--- src/rtl/tmds_rx_align_decode.sv ---
// Per-channel TMDS receiver: finds the bit offset from runs of control symbols,
// barrel-shifts the deserialised stream and decodes 10b symbols to pixel/control data.
module tmds_rx_align_decode #(
  parameter int LOCK_RUN      = 16,
  parameter int SEARCH_CYCLES = 1024,
  parameter int LOSS_CYCLES   = 4096
) (
  input  logic       clk,
  input  logic       rst,
  input  logic [9:0] in_sym,
  output logic [7:0] out_data,
  output logic [1:0] out_ctrl,
  output logic       out_de,
  output logic       locked,
  output logic [3:0] offset
);

  localparam int TMR_W = $clog2((SEARCH_CYCLES > LOSS_CYCLES) ? SEARCH_CYCLES : LOSS_CYCLES);
  localparam int RUN_W = $clog2(LOCK_RUN + 1);

  localparam logic [TMR_W-1:0] SEARCH_LAST = TMR_W'(SEARCH_CYCLES - 1);
  localparam logic [TMR_W-1:0] LOSS_LAST   = TMR_W'(LOSS_CYCLES - 1);
  localparam logic [RUN_W-1:0] RUN_FULL    = RUN_W'(LOCK_RUN);
  localparam logic [RUN_W-1:0] RUN_PRE     = RUN_W'(LOCK_RUN - 1);

  typedef enum logic {
    ST_SEARCH = 1'b0,
    ST_LOCKED = 1'b1
  } state_t;

  state_t           r_state, w_state_nxt;
  logic [9:0]       r_prev;
  logic [3:0]       r_offset, w_offset_nxt;
  logic [TMR_W-1:0] r_timer, w_timer_nxt;
  logic [RUN_W-1:0] r_run, w_run_nxt;
  logic [7:0]       r_data, w_data_nxt;
  logic [1:0]       r_ctrl, w_ctrl_nxt;
  logic             r_de, w_de_nxt;

  // in_sym[9] can never fall inside a 10-bit slice at offsets 0..9.
  logic [18:0] w_window;
  logic [9:0]  w_sym;
  logic        w_is_ctrl;
  logic [1:0]  w_code;
  logic [7:0]  w_q;
  logic [7:0]  w_dec;
  logic        w_lock_hit;

  assign w_window = {in_sym[8:0], r_prev};

  always_comb begin
    // NOTE: every combinational output gets a default first so no path can infer a latch.
    w_sym = w_window[9:0];
    case (r_offset)
      4'd1:    w_sym = w_window[10:1];
      4'd2:    w_sym = w_window[11:2];
      4'd3:    w_sym = w_window[12:3];
      4'd4:    w_sym = w_window[13:4];
      4'd5:    w_sym = w_window[14:5];
      4'd6:    w_sym = w_window[15:6];
      4'd7:    w_sym = w_window[16:7];
      4'd8:    w_sym = w_window[17:8];
      4'd9:    w_sym = w_window[18:9];
      default: w_sym = w_window[9:0];
    endcase
  end

  always_comb begin
    w_is_ctrl = 1'b1;
    w_code    = 2'b00;
    case (w_sym)
      10'h354: w_code = 2'b00;
      10'h0AB: w_code = 2'b01;
      10'h154: w_code = 2'b10;
      10'h2AB: w_code = 2'b11;
      default: w_is_ctrl = 1'b0;
    endcase
  end

  // Undo the transmit-side inversion (bit 9) and XOR/XNOR chain (bit 8).
  always_comb begin
    w_q      = w_sym[9] ? ~w_sym[7:0] : w_sym[7:0];
    w_dec    = '0;
    w_dec[0] = w_q[0];
    for (int i = 1; i < 8; i++) begin
      w_dec[i] = w_sym[8] ? (w_q[i] ^ w_q[i-1]) : ~(w_q[i] ^ w_q[i-1]);
    end
  end

  assign w_lock_hit = w_is_ctrl && (r_run == RUN_PRE);

  always_comb begin
    w_state_nxt  = r_state;
    w_offset_nxt = r_offset;
    w_timer_nxt  = r_timer + TMR_W'(1);
    if (!w_is_ctrl)
      w_run_nxt = '0;
    else if (r_run == RUN_FULL)
      w_run_nxt = r_run;
    else
      w_run_nxt = r_run + RUN_W'(1);

    case (r_state)
      ST_SEARCH: begin
        if (w_lock_hit) begin
          w_state_nxt = ST_LOCKED;
          w_timer_nxt = '0;
        end else if (r_timer == SEARCH_LAST) begin
          w_offset_nxt = (r_offset == 4'd9) ? 4'd0 : r_offset + 4'd1;
          w_timer_nxt  = '0;
          w_run_nxt    = '0;
        end
      end
      ST_LOCKED: begin
        // A completed or still-running full control run feeds the watchdog.
        if (w_lock_hit || (r_run == RUN_FULL)) begin
          w_timer_nxt = '0;
        end else if (r_timer == LOSS_LAST) begin
          w_state_nxt = ST_SEARCH;
          w_timer_nxt = '0;
          w_run_nxt   = '0;
        end
      end
      default: w_state_nxt = ST_SEARCH;
    endcase

    w_de_nxt   = 1'b0;
    w_data_nxt = '0;
    w_ctrl_nxt = '0;
    if (w_state_nxt == ST_LOCKED) begin
      if (w_is_ctrl) begin
        w_ctrl_nxt = w_code;
      end else begin
        w_de_nxt   = 1'b1;
        w_data_nxt = w_dec;
        w_ctrl_nxt = r_ctrl;
      end
    end
  end

  // NOTE: state registers use non-blocking assignments so every flop samples pre-edge values.
  always_ff @(posedge clk) begin
    if (rst) begin
      r_state  <= ST_SEARCH;
      r_prev   <= '0;
      r_offset <= '0;
      r_timer  <= '0;
      r_run    <= '0;
      r_data   <= '0;
      r_ctrl   <= '0;
      r_de     <= 1'b0;
    end else begin
      r_state  <= w_state_nxt;
      r_prev   <= in_sym;
      r_offset <= w_offset_nxt;
      r_timer  <= w_timer_nxt;
      r_run    <= w_run_nxt;
      r_data   <= w_data_nxt;
      r_ctrl   <= w_ctrl_nxt;
      r_de     <= w_de_nxt;
    end
  end

  assign out_data = r_data;
  assign out_ctrl = r_ctrl;
  assign out_de   = r_de;
  assign locked   = (r_state == ST_LOCKED);
  assign offset   = r_offset;

endmodule

--- config.mk ---
export PLATFORM = sky130hd
export DESIGN_NAME = tmds_rx_align_decode
export DESIGN_NICKNAME = d
export VERILOG_FILES = /design/src/rtl/tmds_rx_align_decode.sv
export SDC_FILE = /design/constraint.sdc
export NUM_CORES = 1
export LEC_CHECK = 0
export CELL_PAD_IN_SITES_DETAIL_PLACEMENT = 0
export CELL_PAD_IN_SITES_GLOBAL_PLACEMENT = 2
export CORE_MARGIN = 4
export CORE_UTILIZATION = 40
export CTS_CLUSTER_DIAMETER = 60
export DETAILED_ROUTE_END_ITERATION = 10
export DONT_BUFFER_PORTS = 1
export PLACE_DENSITY = 0.81
export SLEW_MARGIN = 20
export SYNTH_ARGS = -nofsm -noshare
export SYNTH_HDL_FRONTEND = slang
export SYNTH_SLANG_ARGS = --single-unit
--- constraint.sdc ---
create_clock -name clk -period 7.8 [get_ports clk]
set_input_delay 1.56 -clock clk [delete_from_list [all_inputs] [get_ports clk]]
set_output_delay 1.56 -clock clk [all_outputs]
set_load 0.01 [all_outputs]
## Word-level counts from Yosys, hierarchy flattened

Index checks and enable logic that the tools add are counted.

- Add/sub/neg operators: 3
- Multiply operators: 0
- Div/mod/pow operators: 0
- Magnitude comparators: 0
- Eq/ne operators: 17
- Shift operators: 0
- Muxes and demuxes: 29
- Bitwise operators: 18
- Reductions and logical operators: 6

Operators with widths:

| kind | count |
|---|---|
| one-hot mux 10 bit (9 select lines) | 1 |
| 2-to-1 mux 12 bit | 4 |
| 2-to-1 mux 5 bit | 6 |
| one-hot mux 12 bit (2 select lines) | 1 |
| == test 10 bit (second input constant) | 2 |
| == test 4 x 3 -> 1 bit (second input constant) | 4 |
| adder 12 x 1 -> 12 bit (second input constant) | 1 |
| == test 12 x 10 -> 1 bit (second input constant) | 1 |
| == test 12 bit (second input constant) | 1 |
| 2-to-1 mux 1 bit | 12 |
| == test 10 x 8 -> 1 bit (second input constant) | 1 |
| == test 10 x 9 -> 1 bit (second input constant) | 1 |
| NOT 1 bit | 10 |
| one-hot mux 5 bit (2 select lines) | 1 |
| == test 4 x 2 -> 1 bit (second input constant) | 2 |
| == test 4 bit (second input constant) | 2 |
| 2-to-1 mux 8 bit | 1 |
| NOT 8 bit | 1 |
| XOR 1 bit | 7 |
| one-hot mux 2 bit (3 select lines) | 1 |
| adder 5 x 1 -> 5 bit (second input constant) | 1 |
| == test 5 x 4 -> 1 bit (second input constant) | 1 |
| == test 5 bit (second input constant) | 1 |
| adder 4 x 1 -> 4 bit (second input constant) | 1 |
| other kinds (9) | 9 |

- Register bits: 43
- Latch bits: 0
- RAM bits: 0
- Memory bits (read-only): 0
- Input port bits: 12
- Output and inout port bits: 16
- Memories: 0

## Longest topological paths before layout

- Depth after elaboration: 11
- Gate-level depth with buffers: 18
- Depth with buffers taken out: 14

## Least setup slack after synthesis

Ideal clock, no wire load.

- Kind: in2reg
- Start: input port in_sym[2]
- End: register r_offset[2], in the netlist offset[2]
- Setup time: 0.071 ns
- Arrival: 3.589 ns
- Required time: 7.729 ns
- Path slack: 4.141 ns
- Stages: 10
- Cells stage by stage: mux2_2 > a32o_1 > o32a_1 > ha_1 > nand4_1 > a21oi_1 > o21ai_1 > nand4_1 > or3_1 > a21oi_1

- Word-level cells in the longest chain between the ends: 7
- Elaborated cells on any way between the ends: 10
- Those cells by class: eq/ne (4); mux (2); bitwise (1); reduce/logical (3)

RTL lines:

| item | RTL line | RTL |
|---|---|---|
| from (decl) | 10 | `input logic [9:0] in_sym,` |
| one-hot mux 10 bit (9 select lines) (*) | 54 | `case (r_offset)` |
| == test 10 bit, or another cell as far along | 71 | `case (w_sym)` |
| OR reduction 4 bit (no source line) (*) | n/a |  |
| 2-to-1 mux 1 bit (*) | 71 |  |
| logical AND 1 bit (*) | 90 | `assign w_lock_hit = w_is_ctrl && (r_run == RUN_PRE);` |
| NOT 1 bit (no source line) (*) | n/a |  |
| AND reduction 3 bit (no source line) (*) | n/a |  |
| to (signal assigned) | 155 | `r_offset <= w_offset_nxt;` |
| to (decl) | 33 | `logic [3:0] r_offset, w_offset_nxt;` |

Mark *: on every way between the ends. The rest lies on a longest branch, timed or not.
A chain may end at the register's enable or synchronous reset.

## Worst setup path after layout

- Start: register r_offset[0], in the netlist offset[0]
- End: register r_offset[2], in the netlist offset[2]

- Word-level cells in the longest chain between the ends: 8
- Elaborated cells on any way between the ends: 21
- Those cells by class: add/sub (1); eq/ne (13); mux (3); bitwise (1); reduce/logical (3)

RTL lines:

| item | RTL line |
|---|---|
| == test 4 bit, or another cell as far along | 54, 109 |
| one-hot mux 10 bit (9 select lines) | 54 |
| == test 10 bit, or another cell as far along | 71 |
| OR reduction 4 bit (no source line) | n/a |
| 2-to-1 mux 1 bit | 71 |
| logical AND 1 bit | 90 |
| NOT 1 bit (no source line) | n/a |
| AND reduction 3 bit (no source line) | n/a |

Parallel ways exist; a longest one is shown, timed or not.

==> out/results.tsv <==
metric	value	unit
syn-num-nets	382	
maxSlewViolCount	0	
antenna_found_initial	0	
rsz0062_at_grt	false	
synth.distinct_cells	62	
tightestPinTransition	0.8391	ns
drtIter0Drc	209	
setup_tns	0	ns
cp.required	8.03	ns
max_freq	252.0	MHz
setup_viol	0	
clock-sinks	43	
pwr-share-comb	7.4	%
clock_path_buffers	2	
fin_crit_sh	50.88	%
yosysWarnings	0	
netlist_area	2898	µm²
syn_to_final_growth	3.584	%
grt_pass1_wl	13250	µm
routed_wl	7963	µm
critPathKind	flip-flop to flip-flop	
synth_top_area_share	29.71	%
leakage	1.091	nW
drc	0	
total_power	0.4051	mW
pin_count	28	
cts.clk_slew.worst_paths	0.09	ns
drive_gt1_share	7.493	%
synth_flop_cell	dfxtp_1	
p_per_area	135.0	nW/µm²
fp-row-count	30	
p_sw_share	25.57	%
synth_top_area_cell	dfxtp_1	
synth_seq_cells	43	
utilization	43.46	%
finalHoldViolCount	0	
hold_buffers	0	
power_switching	0.1036	mW
synth.most_common_cell	dfxtp_1	
drt_pre_antenna_iters	5	
hold_ws	0.4686	ns
initial_core_util	41.96	%
overflow	0	
htree_levels	2	
vias	2551	
grt_pass1_vias	2567	
cts_buffers	5	
synth_common_cells	43 x dfxtp_1, 37 x nor2_1, 23 x a21oi_1	
netlist_instances	358	
place.gp.congestion	0.8628	
fin_crit	3.969	ns
ir_drop	0.00005582	V
drv_cap	0	
design.core.area	6907	µm²
die_w	93.12	µm
fillers	752	
p_clk_share	36.0	%
synth_area_leaders	dfxtp_1 30%, ha_1 5.2%, nor2_1 4.8%	
cts_tree	done	
die-area	8670	µm²
clock_latency	0.30	ns
crit_path_start_kind	flip-flop	
grt_max_degree	33	
postSynth.asyncResetShare	0	%
ys_seq_area_share	29.71	%
grtUsageTotal	19.28	%
cts-root-buf	clkbuf_8	
dpl.hpwl	5725	µm
route.antenna.remaining_nets	0	
nets	370	
post-cts-setup-buffers	0	
synth-edff-count	0	
worst_ep_arrival_time	4.20	ns
intPower	0.3015	mW
syn_area_per_cell	8.094	µm²
clock_skew	0.005090	ns
vias_per_cell	5.758	
post_cts_resized	0	
crit_path_end_kind	flip-flop	
die_height	93.12	µm
status	completed	
seqPwrFrac	56.6	%
diodes	0	
portBuffers	0	
post_drt_wl_per_cell	17.98	µm
slew_headroom	42.46	%
cp_max_fo	23	
hp-class	flip-flop to flip-flop	
sequential cells by signal (all words and copies together) (netlist names):
signal    count
r_run         5
locked        1
r_prev       10
out_data      8
out_ctrl      2
offset        4
out_de        1
r_timer      12
metrics by stage:
step	setup WS, ns	instances	area (µm²)
floorplan	4.141	358	2898
global placement	3.841	435	2917
detailed placement	3.806	435	2917
CTS	3.836	443	3002
global route	3.391	443	3002
finish	3.831	443	3002
power by group through the flow:
stage	clock [mW]	sequential [mW]	combinational, mW
3_3_place_gp	0	0.235	0.0302
4_1_cts	0.152	0.229	0.0303
3_5_place_dp	0	0.234	0.0302
5_1_grt	0.159	0.230	0.0337
2_1_floorplan	0	0.231	0.0270
6_report	0.146	0.229	0.0299
final cells by class:
cell class	count	area (µm²)	share of cell area (%)
Clock buffer	6	72.57	2.418
Timing Repair Buffer	5	37.54	1.251
Sequential cell	43	860.8	28.68
Tap cell	96	120.1	4.002
Multi-Input combinational cell	269	1815	60.48
Inverter	22	82.58	2.751
Clock inverter	2	12.51	0.4168
per-layer routing:
metal,share of wire [%],vias up,GRT usage (%)
li1,-,1243,-
met1,44,1195,24.40
met2,47,95,31.25
met3,6.4,18,4.505
met4,2.9,0,8.303
met5,0,-,0
cell families (layout without fill, tap and decap cells):
family	count (synthesis)	after routing	share of synthesized area (%)
muxes	15	15	5.570
AOI/OAI and AO/OA	89	89	21.29
buffers and inverters	46	35	7.643
DFF	43	43	29.71
xor gates and xnor gates	24	24	7.254
and+or+nand+nor	129	129	23.36
adders and majority gates	12	12	5.181
worst paths after layout:
path	from	to	slack (ns)	depth (start not counted)
setup reg to reg	offset[0]$_SDFFE_PP0P_	offset[2]$_SDFFE_PP0P_	3.83	13
hold reg to reg	r_timer[0]$_SDFF_PP0_	r_timer[0]$_SDFF_PP0_	0.47	1
setup / recovery	offset[0]$_SDFFE_PP0P_	offset[2]$_SDFFE_PP0P_	3.83	13
hold / removal	r_timer[0]$_SDFF_PP0_	r_timer[0]$_SDFF_PP0_	0.47	1
layout by cell type, fill, tap and decap left out, drive strengths merged, types with 5 or more instances in the layout:
cell type   n
o21ai      16
nand2b     10
nor2       39
nand4       6
nand3      10
mux2i       9
clkbuf      6
nor3        6
buf         5
mux2        6
and2        6
xor2       10
a21oi      23
nand2      20
a31oi       6
ha         12
a22oi       5
xnor2      14
nor2b      15
dfxtp      43
and3       10
inv        22
critical path, cell delays in order, from the launching register on:
cell and delay [ns]:
dfxtp_1 0.87, buf_4 0.41, nor2_4 0.07, mux2i_1 0.67, nor2_1 0.08, a21oi_1 0.28, inv_1 0.08, ha_1 0.20
nand4_1 0.18, nor3_1 0.08, o21ai_1 0.23, nand4_1 0.24, or3_1 0.37, a21oi_1 0.13
No activity file was read; power rests on OpenSTA's default activity.
